<file path="src/rtl/rv64g_l1_vlsu_miss_sched.sv">
// VLSU miss scheduler: merges missed lanes per 64B line, issues one refill per line, then pulses replay.
// Optional VLSU_MISS_STATS_EN builds saturating refill/merge counters; otherwise the stat ports read zero.
module rv64g_l1_vlsu_miss_sched #(
  parameter int NUM_LANES = 8,
  parameter int ADDR_W    = 64,
  parameter int LINE_OFF  = 6
) (
  input  logic                        clk_i,
  input  logic                        rst_i,
  input  logic                        start_i,
  input  logic [NUM_LANES-1:0]        miss_mask_i,
  input  logic [NUM_LANES*ADDR_W-1:0] lane_addr_i,
  output logic                        busy_o,
  output logic                        refill_req_o,
  output logic [ADDR_W-1:0]           refill_addr_o,
  input  logic                        refill_ack_i,
  input  logic                        refill_done_i,
  output logic [NUM_LANES-1:0]        pending_o,
  output logic                        replay_o,
  output logic [15:0]                 stat_refills_o,
  output logic [15:0]                 stat_merged_o
);

  localparam int TAG_W = ADDR_W - LINE_OFF;

  typedef enum logic [1:0] {
    IDLE = 2'd0,
    REQ  = 2'd1,
    WAIT = 2'd2,
    DONE = 2'd3
  } state_t;

  state_t                     state_r;
  logic [NUM_LANES-1:0]       pending_r;
  logic [NUM_LANES*TAG_W-1:0] tag_r;
  logic [TAG_W-1:0]           line_r;
  logic                       busy_r;
  logic                       req_r;
  logic                       replay_r;

  logic [NUM_LANES*TAG_W-1:0] in_tag_s;
  logic                       unused_offset_s;
  logic [TAG_W-1:0]           sel_line_s;
  logic [TAG_W-1:0]           cmp_line_s;
  logic [NUM_LANES-1:0]       match_s;
  logic [NUM_LANES-1:0]       next_pending_s;
  logic                       done_take_s;

  // Only the line tag of each lane address matters; the byte offset is dropped on capture.
  always_comb begin
    in_tag_s        = '0;
    unused_offset_s = 1'b0;
    for (int k = 0; k < NUM_LANES; k++) begin
      in_tag_s[k*TAG_W +: TAG_W] = lane_addr_i[k*ADDR_W+LINE_OFF +: TAG_W];
      unused_offset_s            = unused_offset_s ^ (^lane_addr_i[k*ADDR_W +: LINE_OFF]);
    end
  end

  // Lowest pending lane wins: scan high to low so the last hit is the lowest index.
  always_comb begin
    sel_line_s = '0;
    for (int k = NUM_LANES - 1; k >= 0; k--) begin
      sel_line_s = pending_r[k] ? tag_r[k*TAG_W +: TAG_W] : sel_line_s;
    end
  end

  // In the ack cycle the line is not captured yet, so compare against the live selection.
  always_comb begin
    cmp_line_s = (state_r == REQ) ? sel_line_s : line_r;
    match_s    = '0;
    for (int k = 0; k < NUM_LANES; k++) begin
      match_s[k] = (tag_r[k*TAG_W +: TAG_W] == cmp_line_s);
    end
    next_pending_s = pending_r & ~match_s;
    done_take_s    = refill_done_i &
                     ((state_r == WAIT) | ((state_r == REQ) & refill_ack_i));
  end

  // Scheduler FSM with registered control outputs.
  always_ff @(posedge clk_i) begin
    if (rst_i) begin
      state_r   <= IDLE;
      pending_r <= '0;
      tag_r     <= '0;
      line_r    <= '0;
      busy_r    <= 1'b0;
      req_r     <= 1'b0;
      replay_r  <= 1'b0;
    end else begin
      case (state_r)
        IDLE: begin
          replay_r <= 1'b0;
          if (start_i) begin
            pending_r <= miss_mask_i;
            tag_r     <= in_tag_s;
            busy_r    <= 1'b1;
            if (miss_mask_i != '0) begin
              state_r <= REQ;
              req_r   <= 1'b1;
            end else begin
              state_r  <= DONE;
              replay_r <= 1'b1;
            end
          end else begin
            busy_r <= 1'b0;
            req_r  <= 1'b0;
          end
        end
        REQ: begin
          if (refill_ack_i) begin
            line_r <= sel_line_s;
            if (done_take_s) begin
              pending_r <= next_pending_s;
              if (next_pending_s != '0) begin
                state_r <= REQ;
              end else begin
                state_r  <= DONE;
                req_r    <= 1'b0;
                replay_r <= 1'b1;
              end
            end else begin
              state_r <= WAIT;
              req_r   <= 1'b0;
            end
          end else begin
            req_r <= 1'b1;
          end
        end
        WAIT: begin
          if (done_take_s) begin
            pending_r <= next_pending_s;
            if (next_pending_s != '0) begin
              state_r <= REQ;
              req_r   <= 1'b1;
            end else begin
              state_r  <= DONE;
              replay_r <= 1'b1;
            end
          end else begin
            req_r <= 1'b0;
          end
        end
        DONE: begin
          state_r  <= IDLE;
          busy_r   <= 1'b0;
          req_r    <= 1'b0;
          replay_r <= 1'b0;
        end
        default: begin
          state_r  <= IDLE;
          busy_r   <= 1'b0;
          req_r    <= 1'b0;
          replay_r <= 1'b0;
        end
      endcase
    end
  end

  assign busy_o        = busy_r;
  assign refill_req_o  = req_r;
  assign replay_o      = replay_r;
  assign pending_o     = pending_r;
  assign refill_addr_o = {sel_line_s, {LINE_OFF{1'b0}}};

`ifdef VLSU_MISS_STATS_EN
  localparam int CNT_W = $clog2(NUM_LANES + 1);

  function automatic logic [CNT_W-1:0] popcount(input logic [NUM_LANES-1:0] v);
    logic [CNT_W-1:0] cnt;
    cnt = '0;
    for (int k = 0; k < NUM_LANES; k++) begin
      cnt = cnt + CNT_W'(v[k]);
    end
    return cnt;
  endfunction

  logic [15:0]      stat_refills_r;
  logic [15:0]      stat_merged_r;
  logic [CNT_W-1:0] cleared_cnt_s;
  logic [16:0]      refills_sum_s;
  logic [16:0]      merged_sum_s;

  assign cleared_cnt_s = popcount(pending_r & match_s);
  assign refills_sum_s = {1'b0, stat_refills_r} + 17'd1;
  assign merged_sum_s  = {1'b0, stat_merged_r} + 17'(cleared_cnt_s - CNT_W'(1));

  // Saturating counters; a done always clears at least the selected lane.
  always_ff @(posedge clk_i) begin
    if (rst_i) begin
      stat_refills_r <= 16'h0000;
      stat_merged_r  <= 16'h0000;
    end else begin
      if ((state_r == REQ) && refill_ack_i) begin
        stat_refills_r <= refills_sum_s[16] ? 16'hFFFF : refills_sum_s[15:0];
      end else begin
        stat_refills_r <= stat_refills_r;
      end
      if (done_take_s) begin
        stat_merged_r <= merged_sum_s[16] ? 16'hFFFF : merged_sum_s[15:0];
      end else begin
        stat_merged_r <= stat_merged_r;
      end
    end
  end

  assign stat_refills_o = stat_refills_r;
  assign stat_merged_o  = stat_merged_r;
`else
  assign stat_refills_o = 16'h0000;
  assign stat_merged_o  = 16'h0000;
`endif

endmodule

</file>
<file path="config.mk">
export PLATFORM = sky130hd
export DESIGN_NAME = rv64g_l1_vlsu_miss_sched
export DESIGN_NICKNAME = d
export VERILOG_FILES = /design/src/rtl/rv64g_l1_vlsu_miss_sched.sv
export SDC_FILE = /design/constraint.sdc
export NUM_CORES = 2
export LEC_CHECK = 0
export ABC_AREA = 1
export BUFFER_PORTS_ARGS = -buffer_cell sky130_fd_sc_hd__buf_2
export CAP_MARGIN = 20
export CORE_AREA = 2 2 249 251
export DETAILED_ROUTE_END_ITERATION = 10
export DIE_AREA = 0 0 251 253
export GPL_TIMING_DRIVEN = 0
export PLACE_DENSITY = 0.78
export SYNTH_ARGS = -nofsm -noshare
export SYNTH_HDL_FRONTEND = slang
export SYNTH_SLANG_ARGS = --single-unit
export TNS_END_PERCENT = 5
</file>
<file path="constraint.sdc">
create_clock -name clk_i -period 5 [get_ports clk_i]
set_input_delay 0.5 -clock clk_i [delete_from_list [all_inputs] [get_ports clk_i]]
set_output_delay 0.5 -clock clk_i [all_outputs]
set_load 0.01 [all_outputs]
</file>
; Yosys cells after proc, flatten, opt, wreduce, memory -nomap -nowiden
; Cells that the tools add are included.
; Widths: inputs -> output; s select.
[totals]
out_inout_bits = 107
register_bits = 535
[classes]
bitwise = 5
muxes = 36
n_eq_ne = 17
n_reduce_logical = 10
[ops]
columns = cell, count
row1 = $mux 58, 9
row2 = $eq 58x58->1, 8
row3 = $mux 8, 3
row4 = $pmux 8 s3, 1
row5 = $reduce_bool 8->1, 2
row6 = $mux 1, 13
row7 = $mux 2, 6
row8 = $reduce_and 3->1, 3
row9 = $and 8x8->8, 1
row10 = $not 8->8, 1
row11 = $pmux 1 s4, 2
row12 = $pmux 2 s4, 1
row13 = $ne 2x2->1 const B, 3
row14 = $eq 2x2->1 const B, 2
row15 = $ne 4x4->1 const B, 1
row16 = $reduce_and 2->1, 2
row17 = $ne 3x2->1 const B, 1
row18 = $ne 3x3->1 const B, 1
row19 = $reduce_bool 3->1, 1
row20 = $and 1x1->1, 2
row21 = $eq 2x1->1 const B, 1
row22 = $logic_not 2->1, 1
row23 = $pmux 1 s2, 1
row24 = $reduce_bool 2->1, 1
row25 = $or 1x1->1, 1

; Depth between registers and ports, before layout
[depth]
word_depth = 17
depth_mapped = 30
depth_no_buf = 29

; Worst setup path before layout
; Ideal clock, no wire load.
[synth_timing]
kind = reg-to-reg
startpoint = register state_r[1]
endpoint = register replay_r (netlist: replay_o)
setup_slack_ns = 2.362
setup_ns = 0.115
path_stages_with_launch = 23
n_path_buf = 2
t_arrival_ns = 2.523
cell_sequence = dfxtp_1 -> inv_1 -> ha_1 -> buf_2 -> inv_2 -> clkbuf_1 -> nand2_1 -> nand2_4 -> nand2_1 -> a21oi_1 -> nand2_1 -> nor2_1 -> nand2_1 -> nor2_1 -> nand2_1 -> nand2_1 -> nand2_1 -> nor2_2 -> nand2_2 -> nand2_1 -> nand4_1 -> nand2_1 -> nor2_1
[synth_between]
elab_chain_len = 10
[synth_lines]
columns = item, line_no
row1 = "start, declared", 33  ; state_t state_r;
row2 = "start signal, assigned", 82  ; state_r <= IDLE;
row3 = "start signal, assigned", 98  ; state_r <= REQ;
row4 = "start signal, assigned", 101  ; state_r <= DONE;
row5 = $eq 2x1->1, "69, 76, 90"
row6 = $mux 58, 69  ; cmp_line_s = (state_r == REQ) ? sel_line_s : line_r;
row7 = $eq 58x58->1, 72  ; match_s[k] = (tag_r[k*TAG_W +: TAG_W] == cmp_line_s);
row8 = $not 8->8, 74  ; next_pending_s = pending_r & ~match_s;
row9 = $and 8x8->8, 74
row10 = $reduce_bool 8->1, "114, 132"
row11 = $mux 1 (3 in series), n/a
row12 = $pmux 1 s4, 90  ; case (state_r)
row13 = "end signal, assigned", 88  ; replay_r <= 1'b0;
row14 = "end signal, assigned", 92  ; replay_r <= 1'b0;
row15 = "end signal, assigned", 102  ; replay_r <= 1'b1;
row16 = "end, declared", 39  ; logic replay_r;
; Parallel ways exist; a longest one is shown, timed or not. The select of a mux whose other input is x is not followed.
; A chain may end at the register's enable or synchronous reset.

; Final worst setup path
; Ends and elaborated chain as after synthesis.

==> key figures <==
Power and ir drop
  – Seq pwr share: 0.197
  – VDD IR max: between 0.5 and 0.6 mV
  – Pint: 14,000 µW
  – Sw frac: 0.571
  – Clock share of power: 0.145
  – Comb pwr share: 0.658
  – Power Dens Cells: approximately 830 nW/µm²
  – P_leak: 0.0189 µW
  – NetSw: 18,700 µW
  – Total power: 32,700 µW

Route
  – DRC viols: 3
  – DR vias: 43,400
  – DRT antenna net count: 0
  – DRT Pass-1 Iters: 11
  – Iteration-0 DRC count of the detailed router: 7,953
  – Total wire length: 188 mm
  – DR WL/cell: 27.4 µm
  – Vias per cell: 6.32

Finish
  – Final net count: 6,534
  – Final core occ: 0.643
  – Layout area overhead: 19.9%
  – Fin cells: 6,863
  – # fillers: approximately 5,900
  – Share of layout cells above drive strength 1: 0.156

Clock network
  – Clock Sink Count: 535
  – CTS max path bufs: 3
  – Worst-Skew Late Latency: 0.68 ns
  – Post_cts resized: 0
  – Num CTS Buffers: 61
  – Post-CTS setup repair buffer count: 0
  – CTS tree: built
  – CTS H-tree depth: 2
  – Clk slew on worst S/H paths: 0.06 ns
  – Root buffer selected by CTS: clkbuf_16
  – Hold buffers post-CTS: 0

Flow run
  – MaxCap Viol Count: 0

Setup path
  – Worst setup EP type: register
  – Crit path kind: reg2reg
  – Delay-heaviest family, CP: simple AND/OR/NAND/NOR gates
  – WP buf/inv: 4
  – Worst Setup Start Kind: register
  – Critical Path RT: approximately 5.6 ns
  – Critical path arrival: 5.77 ns
  – CP max FO: 10
  – Crit-path most repeated cell: nand2_1
  – CP cell instances: inv_1 > ha_1 > buf_2 > inv_2 > clkbuf_1 > nand2_1 > nand2_2 > nand2_1 > a21oi_1 > nand3_1 > nor2_1 > nand2_1 > nand2_1 > nand2_1 > nor2_2 > nand2_2 > nand2_1 > nand4_1 > nand2_1 > nor2_1
  – CP max stage delay: 0.74 ns
  – CP max stage cell: clkbuf_1

Synth
  – Synth area leader: dfxtp_1
  – Post-synthesis area per instance: 6.15 µm²
  – Cells taking the most area after synthesis: dfxtp_1 33%, nand2_1 18%, a21oi_1 13%
  – Top-area cell type share of the netlist area: 0.327
  – Yosys reg bits: 535
  – Ys async rst share: 0
  – Most used DFF post-synth: dfxtp_1
  – Syn Inst Count: 5,325
  – Number of synthesized flops with an enable pin: 0
  – Yosys cell types: 36
  – Register area share after synthesis: 0.327
  – Yosys warning total: 0
  – Area of the mapped netlist: 32,700 µm²

Timing
  – Highest Clock Rate: 192 MHz
  – Post-Route Skew: 0.0256 ns
  – Hold Vio Cnt, Final: 0
  – RSZ-0062 raised after global routing: false
  – Slew @ Worst Pin: 1.39 ns
  – Max-slew violation count: 0
  – Final cycle utilization of the critical path: 1.04
  – Slew margin rel.: 0.0764
  – Min Tclk post-route: 5.20 ns
  – Final setup violation count: 3
  – Fin worst setup slack: -0.198 ns

Placement
  – Dpl hpwl: 139 mm
  – Number of port buffers: 544
  – Cell count after placement: 6,727
  – Placer congestion estimate: 1.08

Outcome
  – Failing checks: design-rule violations, negative setup slack
  – Outcome: complete, but fails checks

Global route
  – Pin count of the biggest net entering global routing: 16
  – Total GRT Usage: 0.564
  – Remaining Overflow, GRT: 0
  – Antenna violations before repair: 18
  – Vias in the first global route: about 38,000
  – First-pass GRT wire length: 257 mm

Floorplanning
  – Full die area: 63,500 µm²
  – Initial Util: 0.536
  – Die H: 253 µm
  – Std cell rows: 91
  – # IOs: roughly 630
  – Core footprint: 61,000 µm²
  – Die Width: approximately 250 µm

Worst hold path
  – Hold crit path type: in2reg
-- synthesized netlist by cell type (2+ instances only) --
| cell type | instances |
|---|---|
| o211ai_1 | 6 |
| xor2_1 | 31 |
| nand3_2 | 25 |
| clkbuf_4 | 2 |
| nand3_4 | 33 |
| a21oi_1 | 825 |
| nand2_2 | 61 |
| o21ai_1 | 4 |
| buf_1 | 4 |
| nor2_1 | 242 |
| inv_1 | 534 |
| inv_2 | 3 |
| o21ai_0 | 533 |
| clkinv_1 | 4 |
| nor2_2 | 2 |
| nand4_1 | 16 |
| clkbuf_1 | 210 |
| buf_2 | 33 |
| nand3_1 | 558 |
| buf_6 | 17 |
| nand2_4 | 25 |
| dfxtp_1 | 535 |
| buf_4 | 53 |
| nand2_1 | 1552 |
| ha_1 | 5 |
| nor4_1 | 2 |
-- layout by cell type (no fill, tap or decap), drive strengths merged, types with 2 or more instances in the layout --
master,synthesis,routed
clkbuf,212,313
xor2,31,31
a21oi,826,826
clkinv,4,14
nor2,245,245
o211ai,6,6
diode,0,19
o21ai,537,537
ha,5,5
nor4,2,2
conb,1,38
nand2,1638,1638
nand4,16,16
dfxtp,535,535
inv,538,539
nand3,616,616
buf,108,687
-- worst reg2reg max path, stage by stage, from the launching register on --
cell,delay [ns]
dfxtp_1,0.38
inv_1,0.10
ha_1,0.28
buf_2,0.21
inv_2,0.11
clkbuf_1,0.74
nand2_1,0.62
nand2_2,0.36
nand2_1,0.07
a21oi_1,0.44
nand3_1,0.23
nor2_1,0.44
nand2_1,0.12
nand2_1,0.11
nand2_1,0.07
nor2_2,0.31
nand2_2,0.15
nand2_1,0.10
nand4_1,0.09
nand2_1,0.07
nor2_1,0.06
-- per-stage QoR --
stage	area [µm²]	TNS [ns]	hold slack, ns	worst slack (ns)
2_1_floorplan	32900	0	0.455	2.36
3_3_place_gp	36600	0	0.468	0.0174
3_5_place_dp	37100	0	0.477	0.512
4_1_cts	39200	0	0.112	0.468
5_1_grt	39200	0	0.139	0.0329
6_report	39300	-0.549	0.103	-0.198
-- cell type report --
class,instances,area [µm²],area share
buffer,320,1600,0.0407
sequential,535,10700,0.273
multi-input combinational,3965,18500,0.472
clock inverter,12,88.8,0.00226
tap,790,988,0.0252
clock buffer,101,1960,0.0499
timing repair buffer,579,3290,0.0837
inverter,542,2040,0.0520
antenna,19,47.5,0.00121
-- registers in the layout, summed over array words and instances, names as in the netlist --
register      cells
line_r           58
state_r           2
replay_o          1
refill_req_o      1
tag_r           464
busy_o            1
pending_o         8
-- metal layers --
layer / up-vias / track usage / share of wire / wire (µm)
li1: 18700 / - / - / -
met1: 19600 / 0.674 / 0.34 / 63800
met2: 3981 / 0.766 / 0.38 / 71300
met3: 1087 / 0.240 / 0.17 / 32300
met4: 27 / 0.493 / 0.11 / 20200
met5: - / 0.0293 / 0.0026 / 482
-- final timing paths --
kind                                       start    endpoint  slack [ns]  cells past startpoint
worst min-delay path            lane_addr_i[114]  tag_r[102]        0.10                      3
worst min register to register        tag_r[331]  tag_r[331]        0.49                      2
worst max-delay path                  state_r[1]    replay_o       -0.20                     20
worst max register to register        state_r[1]    replay_o       -0.20                     20
-- logic make-up (layout without fill, tap and decap cells) --
family / after synthesis / in the layout / synth area share
flops: 535 / 535 / 0.327
fa+ha+maj: 5 / 5 / 0.00191
compound gates: 1372 / 1372 / 0.211
other cells: 1 / 57 / 0.000115
xor+xnor: 31 / 31 / 0.00829
simple gates: 2519 / 2519 / 0.341
buf+inv: 862 / 1554 / 0.111
-- power groups by stage --
stage / combinational, µW / clock (µW) / sequential (µW)
6_report: 21500 / 4750 / 6420
3_3_place_gp: 19300 / 0 / 6390
2_1_floorplan: 12100 / 0 / 6200
4_1_cts: 19900 / 4630 / 6340
3_5_place_dp: 19800 / 0 / 6420
5_1_grt: 22200 / 4820 / 6510
No activity file was read; power rests on OpenSTA's default activity.
